## config.mk

```make
export PLATFORM = sky130hd
export DESIGN_NAME = bist_engine
export DESIGN_NICKNAME = d
export VERILOG_FILES = /design/src/rtl/bist_pkg.sv /design/src/rtl/bist_misr.sv /design/src/rtl/bist_engine.sv
export SDC_FILE = /design/constraint.sdc
export NUM_CORES = 1
export LEC_CHECK = 0
export BUFFER_PORTS_ARGS = -buffer_cell sky130_fd_sc_hd__buf_4
export CAP_MARGIN = 20
export CORE_AREA = 4 4 192 194
export CTS_CLUSTER_SIZE = 24
export DETAILED_ROUTE_END_ITERATION = 16
export DIE_AREA = 0 0 196 198
export SYNTH_ARGS = -nofsm -noshare
export SYNTH_HDL_FRONTEND = slang
export SYNTH_SLANG_ARGS = --single-unit
```

## constraint.sdc

```tcl
create_clock -name clk_i -period 3.23 [get_ports clk_i]
set_input_delay 0.646 -clock clk_i [delete_from_list [all_inputs] [get_ports clk_i]]
set_output_delay 0.646 -clock clk_i [all_outputs]
set_load 0.03 [all_outputs]
```

## src/rtl/bist_pkg.sv

```systemverilog
// Shared types and constants for the BIST engine and its signature analyser.
// Latency: n/a (types, constants and one pure decode function).
// Backpressure: n/a.
package bist_pkg;

    typedef enum logic [2:0] {
        IDLE,
        LOAD,
        GEN,
        DRAIN,
        DONE
    } bist_state_e;

    typedef enum logic [1:0] {
        PAT_LFSR,
        PAT_COUNT,
        PAT_EXT
    } bist_pat_e;

    // Default feedback masks per data width.
    localparam logic [7:0]  TAPS_W8  = 8'hB8;
    localparam logic [63:0] TAPS_W64 = 64'hD800_0000_0000_0000;

    // Raw mode field -> pattern source; the unused encoding 3 behaves as LFSR.
    function automatic bist_pat_e decode_pat(input logic [1:0] mode);
        case (mode)
            2'd1:    return PAT_COUNT;
            2'd2:    return PAT_EXT;
            default: return PAT_LFSR;
        endcase
    endfunction

endpackage

```

## src/rtl/bist_misr.sv

```systemverilog
// Multiple-input signature register: shift with parity feedback, XOR in data.
// Latency: a compressed word shows on sig_o one cycle after comp_i.
// Backpressure: none; en_i freezes the register, load_i has priority over comp_i.
// Ports: clk_i/rst_i (sync, active high), en_i, load_i + load_val_i,
//        comp_i + data_i, sig_o (current signature).
module bist_misr
    import bist_pkg::*;
#(
    parameter int                DATA_W = 64,
    parameter logic [DATA_W-1:0] TAPS   = DATA_W'(TAPS_W64)
) (
    input  logic              clk_i,
    input  logic              rst_i,
    input  logic              en_i,
    input  logic              load_i,
    input  logic [DATA_W-1:0] load_val_i,
    input  logic              comp_i,
    input  logic [DATA_W-1:0] data_i,
    output logic [DATA_W-1:0] sig_o
);

    logic [DATA_W-1:0] sig_q, sig_d;

    always_comb begin
        sig_d = sig_q;
        if (en_i) begin
            if (load_i) begin
                sig_d = load_val_i;
            end else if (comp_i) begin
                sig_d = {sig_q[DATA_W-2:0], ^(sig_q & TAPS)} ^ data_i;
            end
        end
    end

    always_ff @(posedge clk_i) begin
        if (rst_i) begin
            sig_q <= '0;
        end else begin
            sig_q <= sig_d;
        end
    end

    assign sig_o = sig_q;

endmodule

```

## src/rtl/bist_engine.sv

```systemverilog
// BIST engine: generates stimulus (LFSR/counter/external), compresses responses, compares signature.
// Latency: start_i in IDLE -> first dut_valid_o after 2 cycles; done_o 1 cycle after the drain window.
// Backpressure: valid/ready on dut_*; data and pattern hold while valid & !ready; en_i=0 freezes all.
// Ports: clk_i, rst_i (sync, active high), en_i, start_i/abort_i control; pat_mode_i, seed_i,
//        sig_seed_i, num_vec_i, drain_i, exp_sig_i config; ext_* external stimulus (mode 2);
//        dut_* stimulus out / response in; busy_o, done_o, pass_o, timeout_o, sig_o, vec_cnt_o status.
// Optional: define BIST_TIMEOUT_EN to end a run stalled for 2^TO_W-1 consecutive cycles.
module bist_engine
    import bist_pkg::*;
#(
    parameter int                DATA_W  = 64,
    parameter logic [DATA_W-1:0] TAPS    = DATA_W'(TAPS_W64),
    parameter int                LEN_W   = 16,
    parameter int                DRAIN_W = 8
`ifdef BIST_TIMEOUT_EN
    ,
    parameter int                TO_W    = 12
`endif
) (
    input  logic               clk_i,
    input  logic               rst_i,
    input  logic               en_i,
    input  logic               start_i,
    input  logic               abort_i,
    input  logic [1:0]         pat_mode_i,
    input  logic [DATA_W-1:0]  seed_i,
    input  logic [DATA_W-1:0]  sig_seed_i,
    input  logic [LEN_W-1:0]   num_vec_i,
    input  logic [DRAIN_W-1:0] drain_i,
    input  logic [DATA_W-1:0]  exp_sig_i,
    input  logic               ext_valid_i,
    input  logic [DATA_W-1:0]  ext_data_i,
    output logic               ext_ready_o,
    output logic               dut_valid_o,
    output logic [DATA_W-1:0]  dut_data_o,
    input  logic               dut_ready_i,
    input  logic               dut_valid_i,
    input  logic [DATA_W-1:0]  dut_data_i,
    output logic               busy_o,
    output logic               done_o,
    output logic               pass_o,
    output logic               timeout_o,
    output logic [DATA_W-1:0]  sig_o,
    output logic [LEN_W-1:0]   vec_cnt_o
);

    bist_state_e        state_q, state_d;
    bist_pat_e          mode_q, mode_d;
    logic [DATA_W-1:0]  pat_q, pat_d, pat_step;
    logic [LEN_W-1:0]   num_q, num_d;
    logic [LEN_W-1:0]   vec_q, vec_d, vec_inc;
    logic [DRAIN_W-1:0] dcnt_q, dcnt_d;
    logic [DRAIN_W:0]   dcnt_inc;
    logic               timeout_q, timeout_d;
    logic               in_gen, xfer;
    logic               misr_load, misr_comp;
`ifdef BIST_TIMEOUT_EN
    logic [TO_W-1:0]    to_q, to_d;
`endif

    assign in_gen      = (state_q == GEN);
    assign dut_valid_o = in_gen && ((mode_q != PAT_EXT) || ext_valid_i);
    assign xfer        = dut_valid_o && dut_ready_i;
    assign vec_inc     = vec_q + LEN_W'(1);
    // One bit wider so drain_i = all-ones still terminates.
    assign dcnt_inc    = {1'b0, dcnt_q} + (DRAIN_W + 1)'(1);

    always_comb begin
        pat_step = {pat_q[DATA_W-2:0], ^(pat_q & TAPS)};
        if (mode_q == PAT_COUNT) begin
            pat_step = pat_q + DATA_W'(1);
        end
    end

    always_comb begin
        state_d   = state_q;
        mode_d    = mode_q;
        pat_d     = pat_q;
        num_d     = num_q;
        vec_d     = vec_q;
        dcnt_d    = dcnt_q;
        timeout_d = timeout_q;
`ifdef BIST_TIMEOUT_EN
        to_d      = to_q;
`endif
        case (state_q)
            IDLE: begin
                if (start_i) begin
                    state_d = LOAD;
                end
            end
            LOAD: begin
                mode_d    = decode_pat(pat_mode_i);
                pat_d     = seed_i;
                // An all-zero LFSR state would lock up.
                if ((mode_d == PAT_LFSR) && (seed_i == '0)) begin
                    pat_d = DATA_W'(1);
                end
                num_d     = num_vec_i;
                vec_d     = '0;
                dcnt_d    = '0;
                timeout_d = 1'b0;
`ifdef BIST_TIMEOUT_EN
                to_d      = '0;
`endif
                state_d   = (num_vec_i == '0) ? DRAIN : GEN;
            end
            GEN: begin
                if (xfer) begin
                    pat_d = pat_step;
                    vec_d = vec_inc;
                    if (vec_inc == num_q) begin
                        state_d = DRAIN;
                    end
                end
`ifdef BIST_TIMEOUT_EN
                if (dut_valid_o && !dut_ready_i) begin
                    to_d = to_q + TO_W'(1);
                    if (&to_d) begin
                        state_d   = DONE;
                        timeout_d = 1'b1;
                    end
                end else begin
                    to_d = '0;
                end
`endif
            end
            DRAIN: begin
                dcnt_d = dcnt_inc[DRAIN_W-1:0];
                // drain_i == 0 still spends one cycle here.
                if (dcnt_inc >= {1'b0, drain_i}) begin
                    state_d = DONE;
                end
            end
            DONE: begin
                if (!start_i) begin
                    state_d = IDLE;
                end
            end
            default: state_d = IDLE;
        endcase
        if (abort_i) begin
            state_d = IDLE;
        end
    end

    always_ff @(posedge clk_i) begin
        if (rst_i) begin
            state_q   <= IDLE;
            mode_q    <= PAT_LFSR;
            pat_q     <= '0;
            num_q     <= '0;
            vec_q     <= '0;
            dcnt_q    <= '0;
            timeout_q <= 1'b0;
`ifdef BIST_TIMEOUT_EN
            to_q      <= '0;
`endif
        end else if (en_i) begin
            state_q   <= state_d;
            mode_q    <= mode_d;
            pat_q     <= pat_d;
            num_q     <= num_d;
            vec_q     <= vec_d;
            dcnt_q    <= dcnt_d;
            timeout_q <= timeout_d;
`ifdef BIST_TIMEOUT_EN
            to_q      <= to_d;
`endif
        end
    end

    assign misr_load = (state_q == LOAD);
    assign misr_comp = ((state_q == GEN) || (state_q == DRAIN)) && dut_valid_i;

    bist_misr #(
        .DATA_W (DATA_W),
        .TAPS   (TAPS)
    ) u_misr (
        .clk_i      (clk_i),
        .rst_i      (rst_i),
        .en_i       (en_i),
        .load_i     (misr_load),
        .load_val_i (sig_seed_i),
        .comp_i     (misr_comp),
        .data_i     (dut_data_i),
        .sig_o      (sig_o)
    );

    assign dut_data_o  = !in_gen ? '0 : ((mode_q == PAT_EXT) ? ext_data_i : pat_q);
    assign ext_ready_o = in_gen && (mode_q == PAT_EXT) && dut_ready_i;
    assign busy_o      = (state_q == LOAD) || (state_q == GEN) || (state_q == DRAIN);
    assign done_o      = (state_q == DONE);
    assign pass_o      = done_o && !timeout_q && (sig_o == exp_sig_i);
    assign vec_cnt_o   = vec_q;
`ifdef BIST_TIMEOUT_EN
    assign timeout_o   = done_o && timeout_q;
`else
    assign timeout_o   = 1'b0;
`endif

endmodule

```

---- After elaboration in Yosys (flattened, before gate mapping) ----
Cells that the tools add are included.
operators by class
  add/subtract/negate cells ............... 3
  magnitude comparators ................... 1
  eq/ne operators ......................... 17
  mux-type cells .......................... 21
  bitwise gates (word level) .............. 1
  reductions and logical operators ........ 25
operators by type and width
  operator                 count
  $mux W64                 7
  $pmux W64 S2             1
  $reduce_xor A64 Y1       2
  $add A64 B1 Y64 const B  1
  $eq A64 B64 Y1           1
  $logic_not A64 Y1        1
  $xor A64 B64 Y64         1
  $pmux W16 S2             1
  $mux W3                  6
  $add A16 B1 Y16 const B  1
  $eq A16 B16 Y1           1
  $logic_not A16 Y1        1
  $mux W16                 1
  $pmux W8 S2              1
  $pmux W3 S5              1
  $add A8 B1 Y9 const B    1
  $ge A9 B8 Y1             1
  $ne A3 B3 Y1 const B     3
  $logic_and A1 B1 Y1      7
  $eq A3 B2 Y1 const B     2
  $ne A3 B2 Y1 const B     2
  $reduce_and A2 Y1        3
  $reduce_and A6 Y1        1
  $reduce_bool A2 Y1       3
  other kinds (13)         18
storage, ports and cells
  bits in registers ....................... 173
  output and inout bits ................... 150
  word-level logic and storage cells ...... 75

---- Depth between registers and ports, before layout ----
  word-level depth ........................ 7
  mapped depth ............................ 12

---- Hierarchy ----
A second synthesis with hierarchy kept.
second synthesis, totals
  cells, all modules ...................... 1871
  area, all modules ....................... 13711.9 µm²
by module, submodules not included
  module       instances  cells each  area an instance (µm²)  seq. area each (µm²)
  bist_engine  1          1447        9587.9                  2182.1
  bist_misr    1          424         4124.0                  1281.2

---- Least setup slack after synthesis ----
No wires, ideal clock.
  kind .................................... input -> output
  start ................................... in exp_sig_i[34]
  end ..................................... out pass_o
  arrival time ............................ 2.184 ns
  path slack .............................. 0.400 ns
  stages .................................. 5
  cell sequence ........................... xnor2_1 -> nand4_1 -> nor4_1 -> nand3_1 -> nor4_1
on the way
  word-level cells in the longest chain between the ends .. 2
ends and longest elaborated chain
  item                 line                source
  start, declared      bist_engine.sv:30   input logic [DATA_W-1:0] exp_sig_i,
  $eq A64 B64 Y1       bist_engine.sv:194  assign pass_o = done_o && !timeout_q && (sig_o == exp_sig_i);
  $logic_and A1 B1 Y1  bist_engine.sv:194
  end, declared        bist_engine.sv:41   output logic pass_o,
Every way passes these cells.

---- Worst setup path in the final report ----
  start ................................... reg state_q[1]
  end ..................................... out dut_data_o[55]
on the way
  word-level cells in the longest chain between the ends .. 2
ends and longest elaborated chain
  item                    line                source
  start, declared         bist_engine.sv:47   bist_state_e state_q, state_d;
  start signal, assigned  bist_engine.sv:160  state_q <= state_d;
  $eq A3 B2 Y1            bist_engine.sv:61   assign in_gen = (state_q == GEN);
  $mux W64                bist_engine.sv:190  assign dut_data_o = !in_gen ? '0 : ((mode_q == PAT_EXT) ? ext_data_i : pat_q);
  end, declared           bist_engine.sv:35   output logic [DATA_W-1:0] dut_data_o,
Every way passes these cells.

==> run summary <==
Synth Instances = 1871
Syn Nets = 2238
Synth top area share = 26.68%
Synth top area cells = dfxtp_1 (27%), nand2_1 (12%), a21oi_1 (9.9%)
Worst vdd ir = 0.3633 mV
Status = finished, final reports clean
Hold path depth = 3
Top-count cell post-synth = nand2_1
Core Area = 35220 um2
Deepest clock path buffer count = 2
Vias per inst = 5.626
Worst-Margin Slew = 0.8860 ns
Layout cell share with drive strength beyond 1 = 27.51%
H-tree levels = 4
GRT overflow = 0
CTS tree = built
Die height = 198 um
CTS clk-pin slew, worst paths = 0.07 ns
Register area share after synthesis = 26.68%
Arrival @ worst endpoint = 2.46 ns
Commonest cells in the netlist = nand2_1 (401), a21oi_1 (256), dfxtp_1 (173)
Endpoint type of the worst setup path = output port
Yosys reg bits = 173
CP max FO = 32
Clk root buf = clkbuf_16
DP Area = 17260 um2
Post-CTS Hold Buffers = 0
Hold Startpoint = num_vec_i[15]
Final Max Tran Viols = 0
GRT Util Overall = 29.95%
Placed cells = 2737
Number of synthesized flops with an enable pin = 0
Clock Latency Late Sink = 0.45 ns
Initial DRC count = 1387
Cell area after synthesis = 12980 um2
Leak = 6.942 nW
Final non-filler cell total = 2771
Die area = 38810 um2
DRC Markers = 0
Synth warnings = 0
Fin Setup TNS = 0 ns
Worst EP required = 2.58 ns
Initial antenna violation count = 4
Die X-Extent = 196 um
Finish-stage setup viols = 0
First-pass GRT wire length = 91070 um
Routed WL = 61230 um
Rows = 69
Initial Utilization = 36.85%
CTS sink cnt = 173
Setup slack, reg-to-reg = 0.41 ns
RSZ-0062 raised after global routing = false
Final HPWL DP = 48360 um
Largest net degree at the start of global routing = 128
P&R area growth vs syn = 37.76%
GP Congestion = 1.048
Fmax = 0.3215 GHz
Layout Skew = 0.01123 ns
Cell area after layout = 17880 um2
Vias in the first global route = 14850
Drt first pass iters = 5
Post-CTS Resized = 0
Slew Limit Headroom = 40.93%
Layout fillers = 3548
R2R depth = 10
Yosys cell types = 79
HP Class = input pin to register
Max Cap Violations = 0
Setup bufs post-CTS = 0
Reg2reg start = dcnt_q[0]
Tcrit/Tclk final = 96.30%
Routed WL per cell = 22.10 um
Crit Path Category = register to output port
# IOs = 504
DRT antenna net count = 0
Hold Fails Final Rpt = 0
Power Density = 323.4 nW/um2
Worst Hold Slack = 0.4524 ns
IO Port Bufs = 502
Hold EP = num_q[15]
Avg Synthesized Cell Area = 6.937 um2
Synth async-reset ratio = 0%
Synth Flop Type = dfxtp_1
Final Util = 50.76%
Fin nets = 2662
Crit Reg-Reg Endpoint = state_q[0]
Tmin final = 3.110 ns
Via Count = 15590
CP Launch Type = register
Cts bufs inserted = 17
Dominant cell type by area after synthesis = dfxtp_1
placed cells by master, fill, tap and decap left out, types with 4 or more instances in the layout:
master / Yosys / layout
a211o_1: 5 / 5
a211oi_1: 23 / 23
a21o_1: 5 / 5
a21oi_1: 256 / 256
a221oi_1: 5 / 5
a22oi_1: 9 / 9
a311oi_1: 8 / 8
a31oi_1: 13 / 13
and2_1: 8 / 7
and3_1: 15 / 15
and4_1: 5 / 5
buf_4: 2 / 565
clkbuf_16: 0 / 17
dfxtp_1: 173 / 173
ha_1: 13 / 13
inv_1: 25 / 25
mux2i_1: 14 / 14
nand2_1: 401 / 399
nand3_1: 68 / 68
nand4_1: 38 / 38
nand4b_1: 4 / 4
nor2_1: 90 / 90
nor2b_1: 8 / 6
nor3_1: 28 / 28
nor3b_1: 6 / 6
nor4_1: 45 / 45
nor4_2: 4 / 4
o211ai_1: 82 / 82
o21ai_0: 68 / 68
o221ai_1: 8 / 8
o22ai_1: 8 / 8
o31ai_1: 12 / 12
or3_1: 9 / 9
or4_1: 9 / 9
xnor2_1: 121 / 121
xor2_1: 51 / 51
metal layers:
layer	up-vias	part of all wire (%)	GRT usage [%]
li1	7537	-	-
met1	7267	41	39.33
met2	701	47	48.85
met3	82	8.8	7.521
met4	4	2.6	8.999
met5	-	0.044	0
flip-flops by register name, indices dropped and copies added (netlist names):
name / flops
mode_q: 2
state_q: 3
num_q: 16
vec_cnt_o: 16
u_misr.sig_o: 64
pat_q: 64
dcnt_q: 8
metrics by stage:
stage	total power [W]	worst slack, ns
after floorplan	0.002906	0.4000
after global placement	0.003565	0.3598
after detailed placement	0.003575	0.4297
after CTS	0.005806	0.07748
after global routing	0.006009	0.009773
final	0.005782	0.1196
where the power goes:
part           internal [W]  switching [W]
logic              0.000578       0.000623
clock network       0.00127       0.000974
registers           0.00220       0.000134
area by class of cell:
cell class	instances	area [um2]	area share [%]
clock buffers	20	456.7	2.554
diodes	2	5.005	0.02799
repair buffers	569	4313	24.12
well taps	461	576.8	3.226
inverters	25	93.84	0.5248
flip-flops and latches	173	3463	19.37
multi-input cells	1509	8813	49.29
clock inverters	12	158.9	0.8887
critical path, stage by stage, from the launching register on:
cell	delay [ns]
dfxtp_1	0.64
or3b_4	0.60
buf_4	0.30
a21oi_1	0.25
buf_4	0.21
logic make-up (layout without fill, tap and decap cells):
family,count (synthesis),count (layout),share of synthesized area (%)
and+or+nand+nor,768,768,28.01
buffers and inverters,189,626,5.745
xor gates and xnor gates,172,172,11.61
muxes,16,16,1.253
adders and majority gates,13,13,1.253
AOI/OAI and AO/OA,539,539,25.42
DFF,173,173,26.68
other,1,3,0.02889
worst max-delay path by stage:
stage | slack (ns) | startpoint | cells past startpoint | to
6_report | 0.12 | state_q[1] | 4 | dut_data_o[55]
3_5_place_dp | 0.43 | dcnt_q[0] | 10 | state_q[0]
4_1_cts | 0.08 | state_q[1] | 4 | dut_data_o[55]
3_3_place_gp | 0.36 | exp_sig_i[30] | 9 | pass_o
5_1_grt | 0.01 | state_q[1] | 4 | dut_data_o[55]
2_1_floorplan | 0.40 | exp_sig_i[34] | 5 | pass_o
No activity file was read; power rests on OpenSTA's default activity.
